===== src/rtl/alu_op_sequencer.sv =====
// Issue stage for the 16-bit ALU output controller: accepts an op, holds it for the settle time, captures the result with flags.
// Optional build macro ALU_SEQ_ACC_EN adds Use_Acc, which loads Operand_A from the last captured result.
module alu_op_sequencer #(
    parameter int unsigned WIDTH         = 16,
    parameter int unsigned SETTLE_CYCLES = 2    // legal range 1..15
) (
    input  logic             Clk,
    input  logic             nReset,
    input  logic             Op_Valid,
    output logic             Op_Ready,
    input  logic [1:0]       Op_Code,
    input  logic [WIDTH-1:0] A_In,
    input  logic [WIDTH-1:0] B_In,
`ifdef ALU_SEQ_ACC_EN
    input  logic             Use_Acc,
`endif
    output logic [1:0]       Control,
    output logic [WIDTH-1:0] Operand_A,
    output logic [WIDTH-1:0] Operand_B,
    input  logic [WIDTH-1:0] Result_In,
    output logic             Res_Valid,
    input  logic             Res_Ready,
    output logic [WIDTH-1:0] Result_Out,
    output logic             Flag_Z,
    output logic             Flag_N,
    output logic             Busy
);

    localparam int unsigned CNT_W = 4;
    localparam logic [CNT_W-1:0] CNT_LOAD = CNT_W'(SETTLE_CYCLES - 1);

    typedef enum logic [1:0] {
        IDLE = 2'd0,
        EXEC = 2'd1,
        DONE = 2'd2
    } state_t;

    state_t           state_q;
    state_t           state_d;
    logic [CNT_W-1:0] cnt_q;
    logic             accept;
    logic             capture;
    logic             retire;
    logic [WIDTH-1:0] op_a_src;

    // State register
    always_ff @(posedge Clk or negedge nReset) begin
        if (!nReset) begin
            state_q <= IDLE;
        end else begin
            state_q <= state_d;
        end
    end

    // Next-state logic
    always_comb begin
        state_d = state_q;
        case (state_q)
            IDLE: begin
                if (accept) state_d = EXEC;
            end
            EXEC: begin
                if (capture) state_d = DONE;
            end
            DONE: begin
                if (accept)      state_d = EXEC;
                else if (retire) state_d = IDLE;
            end
            default: state_d = IDLE;
        endcase
    end

    // Handshake and datapath strobes decoded from the current state
    always_comb begin
        Op_Ready = 1'b0;
        Busy     = 1'b1;
        capture  = 1'b0;
        retire   = 1'b0;
        case (state_q)
            IDLE: begin
                Op_Ready = 1'b1;
                Busy     = 1'b0;
            end
            EXEC: begin
                capture = (cnt_q == '0);
            end
            DONE: begin
                Op_Ready = Res_Ready;
                retire   = Res_Ready;
            end
            default: begin
                Busy = 1'b0;
            end
        endcase
        accept = Op_Valid & Op_Ready;
    end

`ifdef ALU_SEQ_ACC_EN
    // Result_Out still holds the retiring result on a same-edge accept from DONE
    assign op_a_src = Use_Acc ? Result_Out : A_In;
`else
    assign op_a_src = A_In;
`endif

    // Operation registers: loaded only on accept, held through EXEC and DONE
    always_ff @(posedge Clk or negedge nReset) begin
        if (!nReset) begin
            Control   <= 2'b00;
            Operand_A <= '0;
            Operand_B <= '0;
        end else if (accept) begin
            Control   <= Op_Code;
            Operand_A <= op_a_src;
            Operand_B <= B_In;
        end
    end

    // Settle counter
    always_ff @(posedge Clk or negedge nReset) begin
        if (!nReset) begin
            cnt_q <= '0;
        end else if (accept) begin
            cnt_q <= CNT_LOAD;
        end else if (state_q == EXEC && cnt_q != '0) begin
            cnt_q <= cnt_q - CNT_W'(1);
        end
    end

    // Result capture and output handshake
    always_ff @(posedge Clk or negedge nReset) begin
        if (!nReset) begin
            Result_Out <= '0;
            Flag_Z     <= 1'b0;
            Flag_N     <= 1'b0;
            Res_Valid  <= 1'b0;
        end else if (capture) begin
            Result_Out <= Result_In;
            Flag_Z     <= ~|Result_In;
            Flag_N     <= Result_In[WIDTH-1];
            Res_Valid  <= 1'b1;
        end else if (retire) begin
            Res_Valid  <= 1'b0;
        end
    end

endmodule


===== config.mk =====
export PLATFORM = sky130hd
export DESIGN_NAME = alu_op_sequencer
export DESIGN_NICKNAME = d
export VERILOG_FILES = /design/src/rtl/alu_op_sequencer.sv
export SDC_FILE = /design/constraint.sdc
export NUM_CORES = 1
export LEC_CHECK = 0
export BUFFER_PORTS_ARGS = -buffer_cell sky130_fd_sc_hd__buf_2
export CORE_ASPECT_RATIO = 1.4
export CORE_UTILIZATION = 43
export DETAILED_ROUTE_END_ITERATION = 8
export PLACE_DENSITY = 0.8
export SYNTH_ARGS = -nofsm -noshare
export SYNTH_HDL_FRONTEND = slang
export SYNTH_SLANG_ARGS = --single-unit

===== constraint.sdc =====
create_clock -name Clk -period 2.45 [get_ports Clk]
set_input_delay 0.1225 -clock Clk [delete_from_list [all_inputs] [get_ports Clk]]
set_output_delay 0.1225 -clock Clk [all_outputs]
set_load 0.1 [all_outputs]

==> results.yml <==
sta:
  setup_viol: 0
  fmax_mhz: 501
  timing.final.crit_share_pct: 81.5
  whs_ns: 0.0209
  hold_viol: 0
  timing.clock.skew_ns: 0.00784
  rsz_0062_raised_after_global_routing: "false"
  tightest_slew_ns: 0.707
  maxSlewHeadroom_pct: 52.8
  fin_tns_setup_ns: 0
  final_critical_period_ns: 2.00
  drv_slew: 0
placement:
  routabilityCongestion: 0.771
  port_buffers: 108
  hpwlAfterDp_um: 3400
  dp_cells: 333
setup_path:
  timing.critical_path.cells: "inv_1 -> ha_1 -> a21oi_2 -> inv_1 -> and2_4 -> mux2_2"
  regToRegSetupSlack_ns: 0.45
  critical_path_peak_fanout: 38
  timing.critical_path.slowest_stage_cell: "sky130_fd_sc_hd__and2_4"
  critical_path_cell_count: 6
  critical_path_class: "flop to flop"
  critPathRequiredTime_ns: 2.66
  path_common_cell: "sky130_fd_sc_hd__inv_1"
  worst_r2r_endpoint: "Operand_A[2]$_DFFE_PN0P_"
  family_of_cells_with_the_greatest_summed_delay_on_the_critical_path: "simple AND/OR/NAND/NOR gates"
  setup.worst_path.start_class: "flop"
  worstSetupEndpointType: "flop"
  setup.worst_path.start: "state_q[0]$_DFFE_PN0P_"
  worst_r2r_startpoint: "state_q[0]$_DFFE_PN0P_"
  max_stage_delay_ns: 0.50
  critical_path.n_buffers_inverters: 2
  r2r.worst_path.cells: 6
  critical_path.endpoint: "Operand_A[2]$_DFFE_PN0P_"
  worst_ep_arrival_ns: 2.21
finish:
  layout-area-overhead-vs-synth_pct: 30.8
  final-instance-count-excl-fill: 350
  final_nets: 337
  drive_above_1_share_pct: 63.5
  final_core_utilization_pct: 58.7
  n_antenna_cell: 0
synth:
  synthArstFlopShare_pct: 100
  ys_warn_count: 0
  synth_edf_count: 0
  yosys_register_bits: 58
  postSynthNetCount: 222
  yosys.area.top_type: "sky130_fd_sc_hd__dfrtp_1"
  yosys-top-cells-area: "sky130_fd_sc_hd__dfrtp_1, sky130_fd_sc_hd__mux2_2, sky130_fd_sc_hd__mux2_4"
  seq_area_frac_synth_pct: 58.1
  syn-mean-instance-area_um2: 15.4
  area_of_the_mapped_netlist_um2: 2500
  ys.flop_type: "sky130_fd_sc_hd__dfrtp_1"
  synth_top_area_share_pct: 58.1
  post_synth_inst_count: 162
  yosys_cell_types: 30
job:
  cap_viol_max_count: 0
floorplanning:
  num_rows: 32
  start_util_pct: 44.9
  coreArea_um2: 5570
  dieArea_um2: 6120
  io_pins: 109
  die_width_um: 66.4
  fp.dieH_um: 92.2
global_routing:
  globalRouteTotalUtil_pct: 17.0
  grt_max_degree: 59
  first_pass_grt_wire_length_um: 7730
  number_of_antenna_violations_at_the_first_check_in_global_routing: 0
  grt-ovfl-total: 0
  vias_in_the_first_global_route: 1762
drt:
  wl_per_cell_um: 13.6
  wl_um: 4770
  remaining_drc_errors: 0
  route.vias.total: 1708
  routed_via_density: 4.88
  drt-initial-drc-count: 44
  final_antenna_net_count: 0
  detailedRoute.firstPassIterationCount: 4
hold_path:
  min-delay-start: "A_In[6]"
  holdCritPathClass: "primary input to flop"
clocking:
  max-clock-path-buffers: 2
  tritoncts.num_buffers: 9
  worst_skew_pair.late_latency_ns: 0.33
  clk_pin_slew_worst_paths_ns: 0.06
  htreeDepth: 3
  tritoncts_clock_tree: "built"
  clock_sinks: 58
  cts_root_buf: "sky130_fd_sc_hd__clkbuf_8"
status:
  status: "finished, final reports clean"
[placed cells by master (no fill, tap or decap), drive strengths merged]
| cell | instances |
|---|---|
| dfrtp | 58 |
| a21o | 1 |
| and2 | 1 |
| clkbuf | 14 |
| nand3b | 1 |
| o2bb2ai | 1 |
| buf | 109 |
| nor2b | 1 |
| dlygate4sd3 | 1 |
| nor4 | 4 |
| or4b | 1 |
| nand2 | 2 |
| a221oi | 1 |
| nand3 | 1 |
| nor2 | 3 |
| mux2 | 51 |
| or3 | 2 |
| o21ai | 3 |
| nor3b | 1 |
| nand4 | 1 |
| clkinv | 2 |
| mux2i | 1 |
| or3b | 1 |
| ha | 6 |
| nor3 | 1 |
| or4 | 1 |
| a21oi | 5 |
| inv | 8 |
[logic make-up after synthesis]
group	Yosys count	share of synthesized area [%]
and+or+nand+nor	21	5.92
AOI/OAI and AO/OA	11	3.46
muxes	52	26.0
adders and majority gates	6	3.01
buffers and inverters	14	3.51
DFF	58	58.1
[cell usage after synthesis, types with 2 or more instances]
library cell,instances
sky130_fd_sc_hd__nor2_1,2
sky130_fd_sc_hd__buf_6,4
sky130_fd_sc_hd__mux2_2,34
sky130_fd_sc_hd__a21oi_1,4
sky130_fd_sc_hd__mux2_4,17
sky130_fd_sc_hd__nand2_1,2
sky130_fd_sc_hd__dfrtp_1,58
sky130_fd_sc_hd__inv_1,8
sky130_fd_sc_hd__or3_1,2
sky130_fd_sc_hd__o21ai_0,3
sky130_fd_sc_hd__nor4_1,4
sky130_fd_sc_hd__ha_1,6
[registers in the layout, indices dropped and copies added (netlist names)]
| name | cells |
|---|---|
| cnt_q | 4 |
| state_q | 2 |
| Operand_A | 16 |
| Operand_B | 16 |
| Result_Out | 16 |
| Control | 2 |
| Flag_Z | 1 |
| Res_Valid | 1 |
[through the flow]
stage / area, um^2 / setup slack [ns]
after global placement: 3070 / 0.522
after CTS: 3260 / 0.446
after floorplan: 2500 / 0.0468
after global routing: 3260 / 0.334
final: 3260 / 0.454
after detailed placement: 3070 / 0.449
[worst register-to-register path: stages, from the launching register on]
cell                      delay, ns
sky130_fd_sc_hd__dfrtp_1       0.41
sky130_fd_sc_hd__inv_1         0.10
sky130_fd_sc_hd__ha_1          0.29
sky130_fd_sc_hd__a21oi_2       0.10
sky130_fd_sc_hd__inv_1         0.07
sky130_fd_sc_hd__and2_4        0.50
sky130_fd_sc_hd__mux2_2        0.43
[timing repair]
action / in CTS / in global routing
endpoints found under the hold margin: 58 / 0
hold buffers: 1 / 0
resized for setup: 0 / 0
buffers inserted: 0 / 0
[routing by layer]
layer	GRT usage [%]	vias to the layer above	share of wire, %
li1	-	804	-
met1	18.2	817	40
met2	29.8	78	51
met3	4.85	9	7.0
met4	7.98	0	1.9
met5	0	-	0
[worst min path at each step]
stage,to,slack (ns),depth (start not counted)
2_1_floorplan,Control[0]$_DFFE_PN0P_,-0.17,0
3_3_place_gp,Operand_A[13]$_DFFE_PN0P_,0.31,2
3_5_place_dp,Operand_A[13]$_DFFE_PN0P_,0.31,2
4_1_cts,Operand_A[6]$_DFFE_PN0P_,0.01,2
5_1_grt,Operand_B[5]$_DFFE_PN0P_,0.01,2
6_report,Operand_A[6]$_DFFE_PN0P_,0.02,2
[cell type report]
cell class,instances,area (um^2)
clock buffer,14,173
clock inverter,2,10.0
fill,461,2300
inverter,8,30.0
multi-input combinational,90,957
sequential,58,1450
tap,68,85.1
timing repair buffer,110,558
Power is not shown: default switching activity piles up to over one toggle a cycle in this logic, so the estimate is an artifact.
